--- config.mk ---
export PLATFORM = sky130hd
export DESIGN_NAME = iter_muldiv
export DESIGN_NICKNAME = d
export VERILOG_FILES = /design/src/rtl/iter_muldiv.sv
export SDC_FILE = /design/constraint.sdc
export NUM_CORES = 1
export LEC_CHECK = 0
export CORE_AREA = 2 2 194 196
export DETAILED_ROUTE_END_ITERATION = 8
export DIE_AREA = 0 0 196 198
export SLEW_MARGIN = 20
export SYNTH_ARGS = -nofsm -noshare
export SYNTH_HDL_FRONTEND = slang
export SYNTH_SLANG_ARGS = --single-unit
--- constraint.sdc ---
create_clock -name Clk -period 4.8 [get_ports Clk]
set_input_delay 0.96 -clock Clk [delete_from_list [all_inputs] [get_ports Clk]]
set_output_delay 0.96 -clock Clk [all_outputs]
set_load 0.03 [all_outputs]
--- src/rtl/iter_muldiv.sv ---
//------------------------------------------------------------------------------
// Module      : iter_muldiv
// Description : Radix-2 iterative multiply/divide unit (shift-add multiply,
//               restoring divide) writing one result to the register file.
//               Optional macro MULDIV_SIGNED_EN adds two's-complement support.
// Revision    : 1.0 - initial release
//------------------------------------------------------------------------------
`default_nettype none

module iter_muldiv #(
  parameter int SIZE = 32,
  parameter int ADDR = 4
) (
  input  logic            Clk,
  input  logic            Clr,
  input  logic            Start,
  input  logic [2:1]      Op,
  input  logic            Sgn,
  input  logic [SIZE:1]   A,
  input  logic [SIZE:1]   B,
  input  logic [ADDR:1]   Dst_Addr,
  output logic            Busy,
  output logic            Done,
  output logic            Div_Zero,
  output logic            Write_Reg,
  output logic [ADDR:1]   W_Addr,
  output logic [SIZE:1]   W_Data
);

  localparam int CW = $clog2(SIZE + 1);
  localparam logic [CW-1:0] C_CNT_LOAD = CW'(SIZE);
  localparam logic [CW-1:0] C_CNT_ONE  = CW'(1);

  typedef enum logic [1:0] {
    S_IDLE = 2'd0,
    S_RUN  = 2'd1,
    S_DONE = 2'd2
  } state_t;

  state_t r_state, w_state_nxt;

  logic [2*SIZE:1] r_acc;
  logic [SIZE:1]   r_opnd;
  logic [2:1]      r_op;
  logic [ADDR:1]   r_dst;
  logic [CW-1:0]   r_cnt;

  logic            w_accept;
  logic            w_last;
  logic [SIZE:1]   w_mag_a, w_mag_b;
  logic [SIZE:1]   w_hi, w_lo;
  logic [SIZE+1:1] w_sum, w_rem_sh, w_diff;
  logic [2*SIZE:1] w_acc_nxt, w_res;

  // Operand conditioning: magnitudes at accept, sign fix-up on the final value
`ifdef MULDIV_SIGNED_EN
  logic w_neg_a, w_neg_b;
  logic r_neg_lo, r_neg_hi;

  assign w_neg_a = Sgn & A[SIZE];
  assign w_neg_b = Sgn & B[SIZE];
  assign w_mag_a = w_neg_a ? -A : A;
  assign w_mag_b = w_neg_b ? -B : B;

  always_comb begin
    w_res = w_acc_nxt;
    if (!r_op[2]) begin
      if (r_neg_lo) w_res = -w_acc_nxt;
    end else begin
      if (r_neg_hi) w_res[2*SIZE:SIZE+1] = -w_acc_nxt[2*SIZE:SIZE+1];
      if (r_neg_lo) w_res[SIZE:1]        = -w_acc_nxt[SIZE:1];
    end
  end
`else
  logic w_unused_sgn;

  assign w_unused_sgn = Sgn;
  assign w_mag_a      = A;
  assign w_mag_b      = B;
  assign w_res        = w_acc_nxt;
`endif

  assign w_accept = Start & ((r_state == S_IDLE) | (r_state == S_DONE));
  assign w_last   = (r_cnt == C_CNT_ONE);
  assign Busy     = (r_state == S_RUN);
  assign Done     = (r_state == S_DONE);
  assign Write_Reg = Done;

  // One radix-2 step; multiply keeps its carry in the top sum bit before the shift
  always_comb begin
    w_hi     = r_acc[2*SIZE:SIZE+1];
    w_lo     = r_acc[SIZE:1];
    w_sum    = {1'b0, w_hi} + (w_lo[1] ? {1'b0, r_opnd} : '0);
    w_rem_sh = r_acc[2*SIZE:SIZE];
    w_diff   = w_rem_sh - {1'b0, r_opnd};
    if (!r_op[2])
      w_acc_nxt = {w_sum, w_lo[SIZE:2]};
    else if (w_diff[SIZE+1])
      w_acc_nxt = {w_rem_sh[SIZE:1], w_lo[SIZE-1:1], 1'b0};
    else
      w_acc_nxt = {w_diff[SIZE:1], w_lo[SIZE-1:1], 1'b1};
  end

  always_comb begin
    w_state_nxt = r_state;
    case (r_state)
      S_IDLE:  if (w_accept) w_state_nxt = S_RUN;
      S_RUN:   if (w_last) w_state_nxt = S_DONE;
      S_DONE:  w_state_nxt = w_accept ? S_RUN : S_IDLE;
      default: w_state_nxt = S_IDLE;
    endcase
  end

  always_ff @(posedge Clk or posedge Clr) begin
    if (Clr) r_state <= S_IDLE;
    else     r_state <= w_state_nxt;
  end

  always_ff @(posedge Clk or posedge Clr) begin
    if (Clr) begin
      r_acc    <= '0;
      r_opnd   <= '0;
      r_op     <= '0;
      r_dst    <= '0;
      r_cnt    <= '0;
      W_Data   <= '0;
      W_Addr   <= '0;
      Div_Zero <= 1'b0;
`ifdef MULDIV_SIGNED_EN
      r_neg_lo <= 1'b0;
      r_neg_hi <= 1'b0;
`endif
    end else if (w_accept) begin
      r_op  <= Op;
      r_dst <= Dst_Addr;
      r_cnt <= C_CNT_LOAD;
      if (!Op[2]) begin
        r_opnd <= w_mag_a;
        r_acc  <= {{SIZE{1'b0}}, w_mag_b};
      end else begin
        r_opnd <= w_mag_b;
        r_acc  <= {{SIZE{1'b0}}, w_mag_a};
      end
`ifdef MULDIV_SIGNED_EN
      // A zero divisor leaves the all-ones quotient untouched
      r_neg_hi <= Op[2] ? w_neg_a : (w_neg_a ^ w_neg_b);
      r_neg_lo <= (w_neg_a ^ w_neg_b) & (!Op[2] | (B != '0));
`endif
    end else if (r_state == S_RUN) begin
      r_acc <= w_acc_nxt;
      r_cnt <= r_cnt - C_CNT_ONE;
      if (w_last) begin
        W_Data   <= r_op[1] ? w_res[2*SIZE:SIZE+1] : w_res[SIZE:1];
        W_Addr   <= r_dst;
        Div_Zero <= r_op[2] & (r_opnd == '0);
      end
    end
  end

endmodule

`default_nettype wire

# After elaboration in Yosys (flattened, before gate mapping)
# Index checks and enable logic that the tools add are counted.
# word_totals
reg_bits	147
input_bits	74
# classes
n_addsub	3
eq_ne	5
muxes	14
bitwise_logic	4
n_reduce_logical	5
# op_table
operator	n
$mux W64	4
$mux W32	4
$add A32 B32 Y33	1
$sub A33 B32 Y33	1
$logic_not A32 Y1	1
$mux W6	2
$eq A6 B1 Y1 const B	1
$pmux W2 S3	1
$sub A6 B1 Y6 const B	1
$mux W2	2
$reduce_and A3 Y1	1
$and A1 B1 Y1	2
$eq A2 B1 Y1 const B	1
$eq A2 B2 Y1 const B	1
$logic_not A2 Y1	1
$ne A2 B1 Y1 const B	1
$ne A2 B2 Y1 const B	1
$reduce_and A2 Y1	1
$reduce_bool A2 Y1	1
$mux W1	1
$not A1 Y1	1
$or A1 B1 Y1	1

# Logic depth before layout (Yosys ltp)
# Gate-level depths: netlist of run 1.
# logic_depth
word_depth	5
mapped_depth	15

# Worst setup path before layout of run 1
# OpenSTA, ideal clock, no wires.
# synth_path
path_kind	reg2reg
start	register r_acc[32] (netlist bit)
end	register r_acc[41] (netlist bit)
setup_time_ns	0.159
arrival_time_ns	3.055
required_ns	4.641
setup_slack_ns	1.586
path_stages_with_launch	16
path_buffers	2
path_cell_list	dfrtp_1 > inv_1 > ha_1 > inv_1 > fa_1 > a21o_1 > a311o_1 > nand4_2 > nand3_4 > a22o_2 > nor2_4 > buf_6 > buf_12 > mux2_2 > nand2_1 > a31oi_1
# synth_between
elab_chain_len	5
# synth_lines
element	line	rtl
start, declared	42	logic [2*SIZE:1] r_acc;
start signal, assigned	139	r_acc <= {{SIZE{1'b0}}, w_mag_b};
start signal, assigned	142	r_acc <= {{SIZE{1'b0}}, w_mag_a};
start signal, assigned	150	r_acc <= w_acc_nxt;
$sub A33 B32 Y33	95	w_diff = w_rem_sh - {1'b0, r_opnd};
$mux W64	98	else if (w_diff[SIZE+1])
$mux W64	96	if (!r_op[2])
$mux W64	149	end else if (r_state == S_RUN) begin
$mux W64	133	end else if (w_accept) begin
# No other way between the ends. The select of a mux whose other input is x is not followed.
# A chain may end at the register's enable or synchronous reset.

# Worst setup path in the final report of run 1
# layout_path
start	register r_acc[32] (netlist bit)
end	register W_Data[27] (netlist bit)
# layout_between
elab_chain_len	4
# layout_lines
element	line	rtl
$sub A33 B32 Y33	95	
$mux W64	98	
$mux W64	96	
$mux W32	153	W_Data <= r_op[1] ? w_res[2*SIZE:SIZE+1] : w_res[SIZE:1];
end signal, assigned	153	
end, declared	27	output logic [SIZE:1] W_Data
# No other way between the ends.

==> results of run 1 <==
critical path: cells and delay by family (launching register included):
| kind | cells | cell delay [ns] |
|---|---|---|
| AOI/OAI and AO/OA | 4 | 1.29 |
| buffers and inverters | 3 | 0.54 |
| and+or+nand+nor | 3 | 0.84 |
| DFF | 1 | 0.41 |
| adders and majority gates | 2 | 0.61 |
| muxes | 2 | 0.36 |
final timing paths:
kind / depth (start not counted) / end / startpoint / slack (ns)
setup / recovery: 14 / W_Data[27]$_DFFE_PP0P_ / r_acc[32]$_DFFE_PP0P_ / 0.61
hold / removal: 2 / W_Addr[2]$_DFFE_PP0P_ / r_dst[2]$_DFFE_PP0P_ / 0.47
setup reg to reg: 14 / W_Data[27]$_DFFE_PP0P_ / r_acc[32]$_DFFE_PP0P_ / 0.61
hold reg to reg: 2 / W_Addr[2]$_DFFE_PP0P_ / r_dst[2]$_DFFE_PP0P_ / 0.47
max in group asynchronous: 3 / r_acc[47]$_DFFE_PP0P_ / Clr / 3.23
min in group asynchronous: 3 / r_opnd[21]$_DFFE_PP0P_ / Clr / 1.03
routing by layer:
layer | track usage (%) | vias to the layer above
met4 | 7.24 | 0
met5 | 0 | -
met3 | 3.29 | 54
li1 | - | 5187
met2 | 31.2 | 393
met1 | 27.8 | 5282
report_power, final:
group          switching (mW)  internal [mW]
clock                   0.564          0.795
sequential              0.419           1.55
combinational            2.92           2.02
total                    3.90           4.37
kinds of logic after synthesis:
group,count (synthesis)
muxes,126
xor gates and xnor gates,57
AOI/OAI and AO/OA,444
and+or+nand+nor,406
adders and majority gates,68
DFF,147
buffers and inverters,132
stage by stage:
step	util (%)	setup slack, ns	hold WS, ns
after floorplan	-	1.59	0.439
after global placement	35.6	0.679	0.458
after detailed placement	35.6	0.588	0.458
after CTS	37.2	0.581	0.474
after global routing	37.2	0.430	0.502
final	37.2	0.607	0.470
layout make-up:
class | instances | area share (%)
Tap cell | 474 | 4.31
Clock inverter | 11 | 0.919
Sequential cell | 147 | 26.8
Inverter | 47 | 1.31
Clock buffer | 21 | 3.35
Timing Repair Buffer | 130 | 9.21
Multi-Input combinational cell | 1101 | 54.1
cells in the final DEF, fill, tap and decap left out, types with 15 or more instances in the layout:
cell type        Yosys  final
dfrtp_1            147    146
ha_1                66     66
o21ai_0            114    114
nand3_1             25     25
nor3_1              23     23
a31oi_1             24     24
xnor2_1             41     41
mux2_2              15     15
and2_1              37     37
clkbuf_16            0     17
clkdlybuf4s50_1      0    111
inv_1               45     44
nand2_1            187    187
xor2_1              16     16
a21o_1              19     19
mux2i_1            109    109
o221ai_1            23     23
nor2_1              66     65
buf_4                1     18
a21oi_1            126    126
sequential cells by signal (all words and copies together), names as in the netlist:
signal	flops
W_Addr	4
r_opnd	32
r_cnt	6
Div_Zero	1
r_state	2
r_dst	4
r_op	2
r_acc	64
W_Data	32
==> impl_metrics.json, run 1 <==
{
  "drt-met1-wl_um": 17800,
  "core-area_um2": 37000,
  "ys_types": 80,
  "yosys_warnings": 0,
  "finalMaxSlewViolations": 0,
  "diodes": 0,
  "cts_buffer_depth": 2,
  "synthSimpleGateAreaFrac_pct": 16.3,
  "rows": 71,
  "final_nets": 1586,
  "synthCells": 1380,
  "worstSetupPathType": "reg2reg",
  "timing.fmax_mhz": 238,
  "end_kind": "flop",
  "routed-wl-met2_um": 17200,
  "antenna_left": 0,
  "io_pins": 114,
  "cts_hold_buffers": 0,
  "ys_async_sr_fraction_pct": 100,
  "synth.top_cell.area_share_pct": 31.6,
  "irDropWorstVdd_v": 0.000267,
  "arrival_ns": 4.51,
  "clk_latency_ns": 0.44,
  "die_w_um": 196,
  "overflow": 0,
  "wl_per_cell_um": 20.1,
  "dpl_cell_area_um2": 13200,
  "start_kind": "flop",
  "ys_ff_latch": 147,
  "grt_start_max_net_pins": 115,
  "start_util_pct": 31.5,
  "synthAdderAreaFrac_pct": 7.44,
  "fp.dieH_um": 198,
  "power_mw": 8.27,
  "synth.mux.area_fraction_pct": 11.1,
  "final-instance-count-excl-fill": 1931,
  "tritoncts": "built",
  "grt_setup_unrepaired": "no",
  "postCtsSetupBuffers": 0,
  "cts_inserted_buffers": 17,
  "ys.flop_type": "dfrtp_1",
  "synth_seq_area_share_pct": 31.6,
  "wirelength_um": 38800,
  "synthesis.nets": 1522,
  "wl_met3_um": 2690,
  "synth-edff-count": 0,
  "path_cells": "inv_1 -> ha_1 -> inv_1 -> fa_1 -> a21o_1 -> a311o_1 -> nand4_2 -> nand3_4 -> a22o_2 -> nor2_4 -> buf_4 -> mux2i_1 -> mux2i_1 -> a221o_1",
  "stdcell_area_um2": 13700,
  "cts_root_buf": "clkbuf_16",
  "slew-limit-headroom_pct": 28.8,
  "cts_num_sinks": 147,
  "drive_above_1_share_pct": 7.00,
  "cap_violations": 0,
  "hpwlAfterDp_um": 29200,
  "power_density_nw_per_um2": 601,
  "synth_compound_area_share_pct": 24.7,
  "path_clk_slew_ns": 0.06,
  "syn_area_per_cell_um2": 8.43,
  "multi_input_area_um2": 7440,
  "cp_max_fo": 20,
  "synth_xor_area_share_pct": 4.29,
  "synth_common_cells": "187 x nand2_1, 147 x dfrtp_1, 126 x a21oi_1",
  "port-buffer-count": 112,
  "hold_path_class": "reg2reg",
  "drt-initial-drc-count": 712,
  "setup_tns_ns": 0,
  "required_ns": 5.12,
  "worst_pin_slew_ns": 1.07,
  "grt_pass1_vias": 10500,
  "gp_congestion": 0.946,
  "first_pass_iters": 6,
  "avgViaCountPerCell": 5.65,
  "ctsResizeCount": 0,
  "fillers": 3843,
  "synth.most_common_cell": "nand2_1",
  "yosysTopAreaCell": "dfrtp_1",
  "finalSetupViolations": 0,
  "fin_worst_skew_ns": 0.00922,
  "seq_area_um2": 3680,
  "grt_pass1_wl_um": 60300,
  "antenna_found_initial": 0,
  "outcome": "finished clean",
  "leakagePower_nw": 5.99,
  "placed_cells": 1899,
  "synthesis.area_um2": 11600,
  "synth_top_family_by_area": "compound AO/OA/AOI/OAI gates",
  "grtUsageTotal_pct": 20.0,
  "slowest_stage": "nor2_4",
  "top_layer": "met4",
  "slowest_delay_ns": 0.55,
  "drcViolationCount": 0,
  "netlist_top_cells_area": "dfrtp_1 32%, mux2i_1 9.4%, ha_1 7.1%",
  "vias": 10900,
  "hold_viol": 0,
  "htreeDepth": 4,
  "die-area_um2": 38800,
  "area_delta_synth_final_pct": 18.2,
  "min_period_over_period_pct": 87.4,
  "layout_min_cycle_time_ns": 4.19
}
No activity file was read; power rests on OpenSTA's default activity.
==> run 2, diff against run 1 <==
Settings changed: CAP_MARGIN set to 20, CORE_AREA 2 2 194 196 to 2 2 186 188, CTS_CLUSTER_SIZE set to 24, DIE_AREA 0 0 196 198 to 0 0 188 190.
==> run 2 against run 1 <==
Non-clock buffer count is 6 higher. Via count hardly changed. Sequential power hardly changed. Flip-flop and latch count stayed put. Global-route usage is 2.4 points higher. Die area is 8.0% lower. Clock power is 8% higher. Hold slack better by 0.0041 ns. Largest cell class unchanged.
==> impl_metrics.json, run 2 (synthesized netlist as in run 1, its figures left out) <==
{
  "outcome": "finished clean",
  "arrival_ns": 4.60,
  "largest_reg_flops": 64,
  "hold_path_class": "reg2reg",
  "hold_start": "r_dst[3]$_DFFE_PP0P_",
  "worstSetupPathType": "reg2reg",
  "wl_per_cell_um": 20.7,
  "slowest_stage": "dfrtp_1",
  "grt_start_max_net_pins": 104,
  "cts_num_sinks": 147,
  "top_regs": "r_acc x64, W_Data x32, r_opnd x32",
  "irDropWorstVdd_v": 0.000244,
  "setup_slack_ns": 0.505,
  "drt-initial-drc-count": 796,
  "hpwlAfterDp_um": 30000,
  "antenna_found_initial": 1,
  "cts_root_buf": "clkbuf_16",
  "grt_pass1_vias": 10500,
  "drive_above_1_share_pct": 7.25,
  "post-route-util_pct": 40.8,
  "htreeDepth": 4,
  "core-area_um2": 33900,
  "grt_setup_unrepaired": "no",
  "regToRegSetupSlack_ns": 0.51,
  "port-buffer-count": 112,
  "reg2reg_depth": 12,
  "ctsResizeCount": 0,
  "cp_max_fo": 24,
  "tritoncts": "built",
  "io_pins": 114,
  "fin_worst_skew_ns": 0.0106,
  "gp_congestion": 0.964,
  "p_seq_share_pct": 23.4,
  "cap_violations": 0,
  "dpl_cell_area_um2": 13200,
  "die_w_um": 188,
  "hold_depth": 2,
  "r2r-end": "r_acc[64]$_DFFE_PP0P_",
  "power.internal_mw": 4.51,
  "fp.dieH_um": 190,
  "vias": 10900,
  "wirelength_um": 39600,
  "min_delay_worst_endpoint": "r_dst[3]$_DFFE_PP0P_",
  "overflow": 0,
  "finalMaxSlewViolations": 0,
  "setup_tns_ns": 0,
  "cpMostUsedCell": "o21ai_1",
  "r2r-start": "r_acc[1]$_DFFE_PP0P_",
  "fillers": 3432,
  "min_period_over_period_pct": 89.5,
  "hold_viol": 0,
  "crit_buf_inv": 0,
  "worst_pin_slew_ns": 1.02,
  "pwr-share-comb_pct": 59.2,
  "clkPwrFrac_pct": 17.4,
  "regMostFlops": "r_acc",
  "crit_family": "compound AO/OA/AOI/OAI gates",
  "stdcell_area_um2": 13800,
  "final_nets": 1592,
  "first_pass_iters": 5,
  "grtUsageTotal_pct": 22.4,
  "avgViaCountPerCell": 5.70,
  "timing.fmax_mhz": 233,
  "postCtsSetupBuffers": 0,
  "power_density_nw_per_um2": 610,
  "power_switching_mw": 3.94,
  "leakagePower_nw": 6.06,
  "required_ns": 5.10,
  "start_util_pct": 34.3,
  "cts_hold_buffers": 0,
  "grt_pass1_wl_um": 62100,
  "diodes": 0,
  "clk_latency_ns": 0.44,
  "finalSetupViolations": 0,
  "final_common_cell": "nand2_1",
  "path_cells": "and2_1 -> ha_1 -> fa_1 -> a211oi_1 -> o21ai_1 -> nand3b_1 -> nand4bb_1 -> a31oi_1 -> o21ai_0 -> a2111oi_0 -> a211o_1 -> o21ai_1",
  "cts_buffer_depth": 2,
  "start_kind": "flop",
  "pre_cts_ws_ns": 0.657,
  "layout_min_cycle_time_ns": 4.29,
  "end_kind": "flop",
  "path_clk_slew_ns": 0.06,
  "power_mw": 8.45,
  "slowest_delay_ns": 0.69,
  "slew-limit-headroom_pct": 31.9,
  "drcViolationCount": 0,
  "antenna_left": 0,
  "cts_inserted_buffers": 17,
  "switching_share_pct": 46.6,
  "final_cell_mix": "187 x nand2_1, 146 x dfrtp_1, 126 x a21oi_1",
  "rows": 68,
  "die-area_um2": 35700,
  "area_delta_synth_final_pct": 19.0
}
run 2: layer usage:
| metal | share of wire (%) | global-route usage [%] | wire (µm) |
|---|---|---|---|
| met1 | 48 | 32.9 | 19100 |
| met2 | 44 | 34.4 | 17300 |
| met3 | 6.2 | 3.12 | 2460 |
| met4 | 1.8 | 5.72 | 729 |
| met5 | 0 | 0 | 0 |
run 2: cell type report:
cell class | count | area [µm²] | area share, %
Timing Repair Buffer | 136 | 1340 | 9.65
Clock inverter | 7 | 146 | 1.06
Tap cell | 455 | 569 | 4.11
Sequential cell | 147 | 3680 | 26.6
Inverter | 47 | 180 | 1.30
Clock buffer | 24 | 492 | 3.55
Multi-Input combinational cell | 1101 | 7440 | 53.7
run 2: how the worst max path moves through the flow:
stage                               start                     end  slack, ns  cells after the start
floorplan           r_acc[32]$_DFFE_PP0P_   r_acc[41]$_DFFE_PP0P_       1.59                     15
global placement    r_acc[32]$_DFFE_PP0P_  W_Data[24]$_DFFE_PP0P_       0.69                     13
detailed placement   r_acc[1]$_DFFE_PP0P_   r_acc[64]$_DFFE_PP0P_       0.66                     12
CTS                 r_acc[32]$_DFFE_PP0P_   r_acc[56]$_DFFE_PP0P_       0.60                     13
global route         r_acc[1]$_DFFE_PP0P_  W_Data[32]$_DFFE_PP0P_       0.31                     12
finish               r_acc[1]$_DFFE_PP0P_   r_acc[64]$_DFFE_PP0P_       0.51                     12
run 2: power groups by stage:
stage	combinational [mW]	sequential [mW]	clock, mW
finish	5.01	1.98	1.47
global route	5.49	2.02	1.53
CTS	4.91	1.96	1.49
detailed placement	4.86	1.98	0
global placement	4.85	1.98	0
floorplan	3.71	1.79	0
run 2: tightest hold or removal path, stage by stage, from the launching register on:
cell and delay (ns):
dfrtp_1 0.34, nand2_1 0.05, nand2_1 0.06
run 2: through the flow:
stage | std cells | hold slack [ns]
6_report | 1917 | 0.474
3_3_place_gp | 1885 | 0.454
5_1_grt | 1917 | 0.500
2_1_floorplan | 1380 | 0.439
3_5_place_dp | 1885 | 0.462
4_1_cts | 1916 | 0.480
